--- config.mk ---
export PLATFORM = sky130hd
export DESIGN_NAME = gf251_sample_32
export DESIGN_NICKNAME = d
export VERILOG_FILES = /design/src/rtl/gf251_sample_32.sv
export SDC_FILE = /design/constraint.sdc
export NUM_CORES = 1
export LEC_CHECK = 0
export BUFFER_PORTS_ARGS = -buffer_cell sky130_fd_sc_hd__buf_2
export CORE_MARGIN = 1
export CORE_UTILIZATION = 30
export CTS_CLUSTER_DIAMETER = 60
export DETAILED_ROUTE_END_ITERATION = 6
export PLACE_DENSITY = 0.49
export SYNTH_ARGS = -nofsm -noshare
export SYNTH_HDL_FRONTEND = slang
export SYNTH_SLANG_ARGS = --single-unit
export TNS_END_PERCENT = 1
--- constraint.sdc ---
create_clock -name i_clk -period 4.1 [get_ports i_clk]
set_clock_uncertainty 0.05 [all_clocks]
set_input_delay 0.41 -clock i_clk [delete_from_list [all_inputs] [get_ports i_clk]]
set_output_delay 0.41 -clock i_clk [all_outputs]
set_load 0.03 [all_outputs]
--- src/rtl/gf251_sample_32.sv ---
// gf251_sample_32
//   Rejection sampler for GF(251). It draws random bytes from a 32-bit input
//   stream, keeps only bytes 0x00..0xFA (values below 251) and packs every
//   four accepted bytes, oldest first, into one 32-bit output word of four
//   GF(251) lanes. A run produces exactly the requested number of words and
//   then ends with a one-cycle o_done pulse.
//
// Ports
//   i_clk        single clock, rising edge
//   i_rst        synchronous, active-high reset
//   i_start      start a run (honoured in IDLE only)
//   i_count      number of output words in the run, latched on start
//   i_rnd        four random bytes, byte 0 = bits[7:0] handled first
//   i_rnd_valid  i_rnd is valid
//   o_rnd_ready  block takes i_rnd this cycle
//   o_o          four packed GF(251) elements, lane 0 = bits[7:0]
//   o_valid      o_o holds a valid word
//   i_ready      downstream takes o_o
//   o_done       one-cycle pulse at the end of a run
//   o_busy       high in every state except IDLE
//   o_rej_cnt    (GF251_SAMPLE_STATS_EN only) saturating count of rejected
//                bytes, cleared by reset and by an accepted start
//
// Optional feature macro: GF251_SAMPLE_STATS_EN
//
// State    | meaning
// ---------+------------------------------------------------------------
// S_IDLE   | waiting for i_start; buffer empty, no output word
// S_RUN    | sampling; collecting bytes and emitting words
// S_DONE   | run finished; o_done high for this one cycle
module gf251_sample_32 #(
  parameter int CNT_W = 10
) (
  input  logic             i_clk,
  input  logic             i_rst,
  input  logic             i_start,
  input  logic [CNT_W-1:0] i_count,
  input  logic [31:0]      i_rnd,
  input  logic             i_rnd_valid,
  output logic             o_rnd_ready,
  output logic [31:0]      o_o,
  output logic             o_valid,
  input  logic             i_ready,
  output logic             o_done,
  output logic             o_busy
`ifdef GF251_SAMPLE_STATS_EN
  ,
  output logic [15:0]      o_rej_cnt
`endif
);

  typedef enum logic [1:0] {
    S_IDLE = 2'd0,
    S_RUN  = 2'd1,
    S_DONE = 2'd2
  } state_t;

  state_t           state_q, state_d;
  logic [CNT_W-1:0] rem_q, rem_d;

  // Byte buffer: entry 0 is the oldest byte. Seven entries suffice because
  // input is only taken at occupancy <= 3 and one word adds at most 4 bytes.
  logic [7:0]       buf_q [7];
  logic [7:0]       buf_d [7];
  logic [2:0]       occ_q, occ_d;
  logic [2:0]       wr_idx;

  logic [7:0]       acc_bytes [4];
  logic [2:0]       acc_cnt;

  logic             start_acc;
  logic             in_xfer;
  logic             out_hs;
  logic             last_hs;
  logic             load;

  // Compact the accepted bytes of the incoming word, preserving order.
  // acc_cnt never exceeds the loop index here, so its low two bits index
  // acc_bytes safely.
  always_comb begin
    acc_cnt = 3'd0;
    for (int i = 0; i < 4; i++) begin
      acc_bytes[i] = 8'h00;
    end
    for (int i = 0; i < 4; i++) begin
      if (i_rnd[8*i +: 8] <= 8'hFA) begin
        acc_bytes[acc_cnt[1:0]] = i_rnd[8*i +: 8];
        acc_cnt = acc_cnt + 3'd1;
      end
    end
  end

  assign start_acc = (state_q == S_IDLE) && i_start;
  assign in_xfer   = i_rnd_valid && o_rnd_ready;
  assign out_hs    = o_valid && i_ready;
  assign last_hs   = out_hs && (state_q == S_RUN) && (rem_q == CNT_W'(1));
  // The last handshake blocks any further load; leftover bytes are dropped.
  assign load      = (state_q == S_RUN) && (occ_q >= 3'd4) &&
                     (!o_valid || i_ready) && !last_hs;

  // FSM next state and state-decoded outputs.
  always_comb begin
    state_d     = state_q;
    rem_d       = rem_q;
    o_busy      = 1'b1;
    o_done      = 1'b0;
    o_rnd_ready = 1'b0;
    case (state_q)
      S_IDLE: begin
        o_busy = 1'b0;
        if (i_start) begin
          rem_d   = i_count;
          state_d = (i_count != '0) ? S_RUN : S_DONE;
        end
      end
      S_RUN: begin
        o_rnd_ready = (occ_q <= 3'd3);
        if (out_hs) begin
          rem_d = rem_q - CNT_W'(1);
        end
        if (last_hs) begin
          state_d = S_DONE;
        end
      end
      S_DONE: begin
        o_done  = 1'b1;
        state_d = S_IDLE;
      end
      default: begin
        state_d = S_IDLE;
      end
    endcase
  end

  // Buffer update: first retire the 4 oldest bytes on a load, then append
  // the accepted bytes of an input transfer behind whatever remains.
  // A transfer requires occupancy <= 3, so wr_idx stays within 0..6.
  always_comb begin
    buf_d  = buf_q;
    occ_d  = occ_q;
    wr_idx = occ_q;
    if (load) begin
      buf_d[0] = buf_q[4];
      buf_d[1] = buf_q[5];
      buf_d[2] = buf_q[6];
      buf_d[3] = 8'h00;
      buf_d[4] = 8'h00;
      buf_d[5] = 8'h00;
      buf_d[6] = 8'h00;
      occ_d    = occ_q - 3'd4;
    end
    if (in_xfer) begin
      for (int j = 0; j < 4; j++) begin
        wr_idx = occ_d + 3'(j);
        if (3'(j) < acc_cnt) begin
          buf_d[wr_idx] = acc_bytes[j];
        end
      end
      occ_d = occ_d + acc_cnt;
    end
    if (last_hs || start_acc) begin
      occ_d = 3'd0;
    end
  end

  always_ff @(posedge i_clk) begin
    if (i_rst) begin
      state_q <= S_IDLE;
      rem_q   <= '0;
      occ_q   <= 3'd0;
      o_o     <= 32'h0;
      o_valid <= 1'b0;
    end else begin
      state_q <= state_d;
      rem_q   <= rem_d;
      occ_q   <= occ_d;
      if (load) begin
        o_o     <= {buf_q[3], buf_q[2], buf_q[1], buf_q[0]};
        o_valid <= 1'b1;
      end else if (out_hs) begin
        o_valid <= 1'b0;
      end
    end
  end

  // Buffer contents are qualified by occ_q, so the data needs no reset.
  always_ff @(posedge i_clk) begin
    buf_q <= buf_d;
  end

`ifdef GF251_SAMPLE_STATS_EN
  logic [16:0] rej_sum;

  always_comb begin
    rej_sum = {1'b0, o_rej_cnt} + 17'(3'd4 - acc_cnt);
  end

  always_ff @(posedge i_clk) begin
    if (i_rst || start_acc) begin
      o_rej_cnt <= 16'h0;
    end else if (in_xfer) begin
      o_rej_cnt <= rej_sum[16] ? 16'hFFFF : rej_sum[15:0];
    end
  end
`endif

endmodule

==> results.rst <==
.. list-table::
   :header-rows: 1

   * - Metric
     - Value
   * - Status
     - complete, no violations
   * - Post_cts resized
     - 0
   * - # Post-CTS Setup Buffers
     - 0
   * - Clk buf depth
     - 2
   * - Worst path buffer plus inverter count
     - 3
   * - Final-layout setup total negative slack
     - 0 ps
   * - Area fraction in compound gates after synthesis
     - about 35%
   * - Worst skew pair latency
     - around 360 ps
   * - Full die area
     - approximately 26000 um2
   * - Power per cell area
     - 359 nW/um2
   * - Initial cell density of the core
     - between 30% and 40%
   * - Average footprint of a synthesized cell
     - 7.62 um2
   * - DR vias
     - about 8.4k
   * - Global-route wire length before repair
     - between 40000 and 50000 um
   * - Final routed wire length divided by cell count
     - around 22 um
   * - Initial antenna violation count
     - 0
   * - Max-cap violations
     - 0
   * - Maximum single-stage delay on the critical path
     - a little under 800 ps
   * - CP Class
     - primary input to flip-flop
   * - DRC violation count after routing
     - 0
   * - Cell area after technology mapping
     - ~7600 um2
   * - Count of unique library cells instantiated by Yosys
     - 70
   * - Global placer's final weighted congestion
     - a little over 0.9
   * - Overall routing resource usage
     - 24.0%
   * - Arithmetic-cell share of the synthesized area counting full adders, half adders and majority gates
     - 1.73%
   * - Synth warnings
     - 0
   * - Yosys reg bits
     - around 100
   * - ANT cells
     - 0
   * - Number of global-route vias before repair
     - between 7k and 8k
   * - Buffers on Ports
     - 82
   * - Largest net degree at the start of global routing
     - 66
   * - Final hold vios
     - 0
   * - Post-synthesis cell count
     - roughly 1.0k
   * - Critical path's slowest cell
     - sky130_fd_sc_hd__a22oi_1
   * - Cell repeated most along the worst path
     - sky130_fd_sc_hd__buf_4
   * - Number of nets at the end of the flow
     - roughly 1.1k
   * - Leak pwr
     - about 3.3 nW
   * - Startpoint type of the worst setup path
     - primary input
   * - Simple-gate area share of the yosys netlist
     - about a fifth
   * - Final ANT Viol Nets
     - 0
   * - Family of cells with the greatest summed delay on the critical path
     - compound AO/OA/AOI/OAI gates
   * - Arrival time of data at the critical path endpoint
     - roughly 3700 ps
   * - Pins over their slew limit
     - 0
   * - Cts bufs inserted
     - 9
   * - Clock transition at path regs
     - around 80 ps
   * - Number of H-tree levels
     - 3
   * - P&R area growth vs syn
     - 16.0%
   * - Setup repair after global routing missed its margin
     - no
   * - Total number of clock tree sinks
     - 104
   * - Area of the core
     - about 25000 um2
   * - Boundary Pins
     - 83
   * - Residual overflow from global routing
     - 0
   * - Number of enable flip-flop cells after synthesis
     - 0
   * - Row count
     - 58
   * - Count of hold buffers inserted by post-cts repair
     - 0
   * - Clock tree from TritonCTS
     - yes
   * - Maximum achievable frequency
     - about 280 MHz
   * - Die Width
     - roughly 160 um
   * - Critical path endpoint category
     - flip-flop
   * - Detailed placer's ending HPWL
     - 22300 um
   * - Root cell of the clock tree
     - sky130_fd_sc_hd__clkbuf_16
   * - Combinational family with the most area after synthesis
     - compound AO/OA/AOI/OAI gates
   * - Hold Worst Slack
     - between 200 and 300 ps
   * - Ratio of routed vias to standard cells
     - 5.96
   * - Maximum net fanout on the critical path
     - 7
   * - XOR/XNOR share of the synthesized area
     - less than 1%
   * - Commonest non-fill, non-tap cells in the layout
     - sky130_fd_sc_hd__nand2_1, sky130_fd_sc_hd__a21oi_1, sky130_fd_sc_hd__dfxtp_1
   * - Total length of routed wires
     - approximately 32000 um
   * - Max-slew headroom at the worst pin
     - about 18%
   * - Fraction of final layout cells with drive strength greater than 1
     - between 10% and 20%
   * - First drt pass iteration count
     - 5
   * - Most used flip-flop cell after synthesis
     - sky130_fd_sc_hd__dfxtp_1
   * - Sequential area share after synthesis
     - between 20% and 30%
   * - Syn nets
     - ~1.1k
   * - Asr flop ratio synth
     - 0%
   * - First DRT Iteration DRCs
     - around 890
   * - Slew at the pin closest to its max-slew limit
     - between 1000 and 1500 ps
   * - Chip Height
     - ~160 um
   * - Post-synthesis mux area share
     - around a tenth
   * - Min-Delay Path Class
     - primary input to flip-flop
   * - CP Cell Sequence
     - buf_2 -> and4_1 -> nand3_1 -> ha_1 -> nor4_4 -> buf_4 -> a2111oi_4 -> buf_4 -> a22oi_1 -> o22ai_1 -> a32oi_1 -> o221ai_1
   * - Most common cell after layout, fill and taps aside
     - sky130_fd_sc_hd__nand2_1
   * - Worst voltage drop across the vdd grid
     - between 150 and 200 uV
   * - Worst endpoint required time
     - between 4000 and 5000 ps
   * - Time the final worst path needs with I/O delays and setup
     - between 3000 and 4000 ps
   * - Power Total
     - approximately 3.2 mW
   * - Share of the clock period used by the worst path after layout
     - between 80% and 90%
   * - Total of endpoints with negative setup slack in the final report
     - 0
power breakdown:
group	internal, mW	switching (mW)	total [mW]
sequential	1.21	0.164	1.37
combinational	0.380	0.563	0.943
clock	0.420	0.454	0.874
total	2.01	1.18	3.19
sequential cells by signal (all words and copies together) (netlist names):
register,flops
buf_q,56
o_o,32
rem_q,10
occ_q,3
state_q,2
o_valid,1
routing by layer:
metal | vias to the layer above | wire length [um] | track usage (%)
met5 | - | 0 | 0
met4 | 0 | 1140 | 9.09
met3 | 65 | 2660 | 5.90
met2 | 369 | 13500 | 36.0
met1 | 4007 | 14200 | 32.9
li1 | 3975 | - | -
layout make-up:
class / count / area [um2]
timing repair buffer: 136 / 828
multi-input combinational: 812 / 5210
clock inverter: 6 / 52.6
inverter: 15 / 56.3
clock buffer: 9 / 225
tap: 330 / 413
fill: 2735 / 16200
sequential: 104 / 2080
worst paths after layout:
kind,start,endpoint,slack (ps),cells past startpoint
max reg2reg,state_q[1]$_SDFFE_PP0P_,buf_q[53]$_DFF_P_,770,9
max,i_rnd[12],buf_q[34]$_DFF_P_,580,12
min reg2reg,o_o[14]$_SDFFE_PP0P_,o_o[14]$_SDFFE_PP0P_,400,2
min,i_start,state_q[0]$_SDFFE_PP0P_,280,3
cells in the mapped netlist (13+ instances only):
| library cell | number | area [um2] |
|---|---|---|
| sky130_fd_sc_hd__a21oi_1 | 108 | 541 |
| sky130_fd_sc_hd__a221o_1 | 13 | 130 |
| sky130_fd_sc_hd__a221oi_1 | 21 | 184 |
| sky130_fd_sc_hd__a22oi_1 | 22 | 165 |
| sky130_fd_sc_hd__a311oi_1 | 19 | 166 |
| sky130_fd_sc_hd__buf_2 | 13 | 65.1 |
| sky130_fd_sc_hd__clkbuf_1 | 54 | 203 |
| sky130_fd_sc_hd__dfxtp_1 | 104 | 2080 |
| sky130_fd_sc_hd__inv_1 | 15 | 56.3 |
| sky130_fd_sc_hd__mux2i_1 | 58 | 581 |
| sky130_fd_sc_hd__nand2_1 | 150 | 563 |
| sky130_fd_sc_hd__nand3_1 | 18 | 90.1 |
| sky130_fd_sc_hd__nor2_1 | 79 | 297 |
| sky130_fd_sc_hd__nor3_1 | 18 | 90.1 |
| sky130_fd_sc_hd__o211ai_1 | 20 | 150 |
| sky130_fd_sc_hd__o21ai_0 | 52 | 260 |
| sky130_fd_sc_hd__o21ai_1 | 16 | 80.1 |
| sky130_fd_sc_hd__o22ai_1 | 38 | 238 |
through the flow:
stage | setup WS, ps | area, um2 | utilization, % | cells
detailed placement | 333 | 8590 | 34.2 | 1397
finish | 583 | 8870 | 35.3 | 1412
CTS | 707 | 8870 | 35.3 | 1412
global route | 462 | 8870 | 35.3 | 1412
global placement | 360 | 8590 | 34.2 | 1397
floorplan | 644 | 7650 | - | 1004
worst min-delay path, cell delays in order:
cell and delay [ps]:
sky130_fd_sc_hd__buf_2 100, sky130_fd_sc_hd__a22oi_1 60, sky130_fd_sc_hd__nor2_1 80
cell families (layout without fill, tap and decap cells):
family                   count (synthesis)  count (layout)
adder cells (fa/ha/maj)                 10              10
flip-flops                             104             104
AO/OA/AOI/OAI                          396             396
multiplexers                            70              70
XOR/XNOR                                 1               1
buffers and inverters                   88             166
AND/OR/NAND/NOR                        335             335
(Power assumes the default switching activity.)
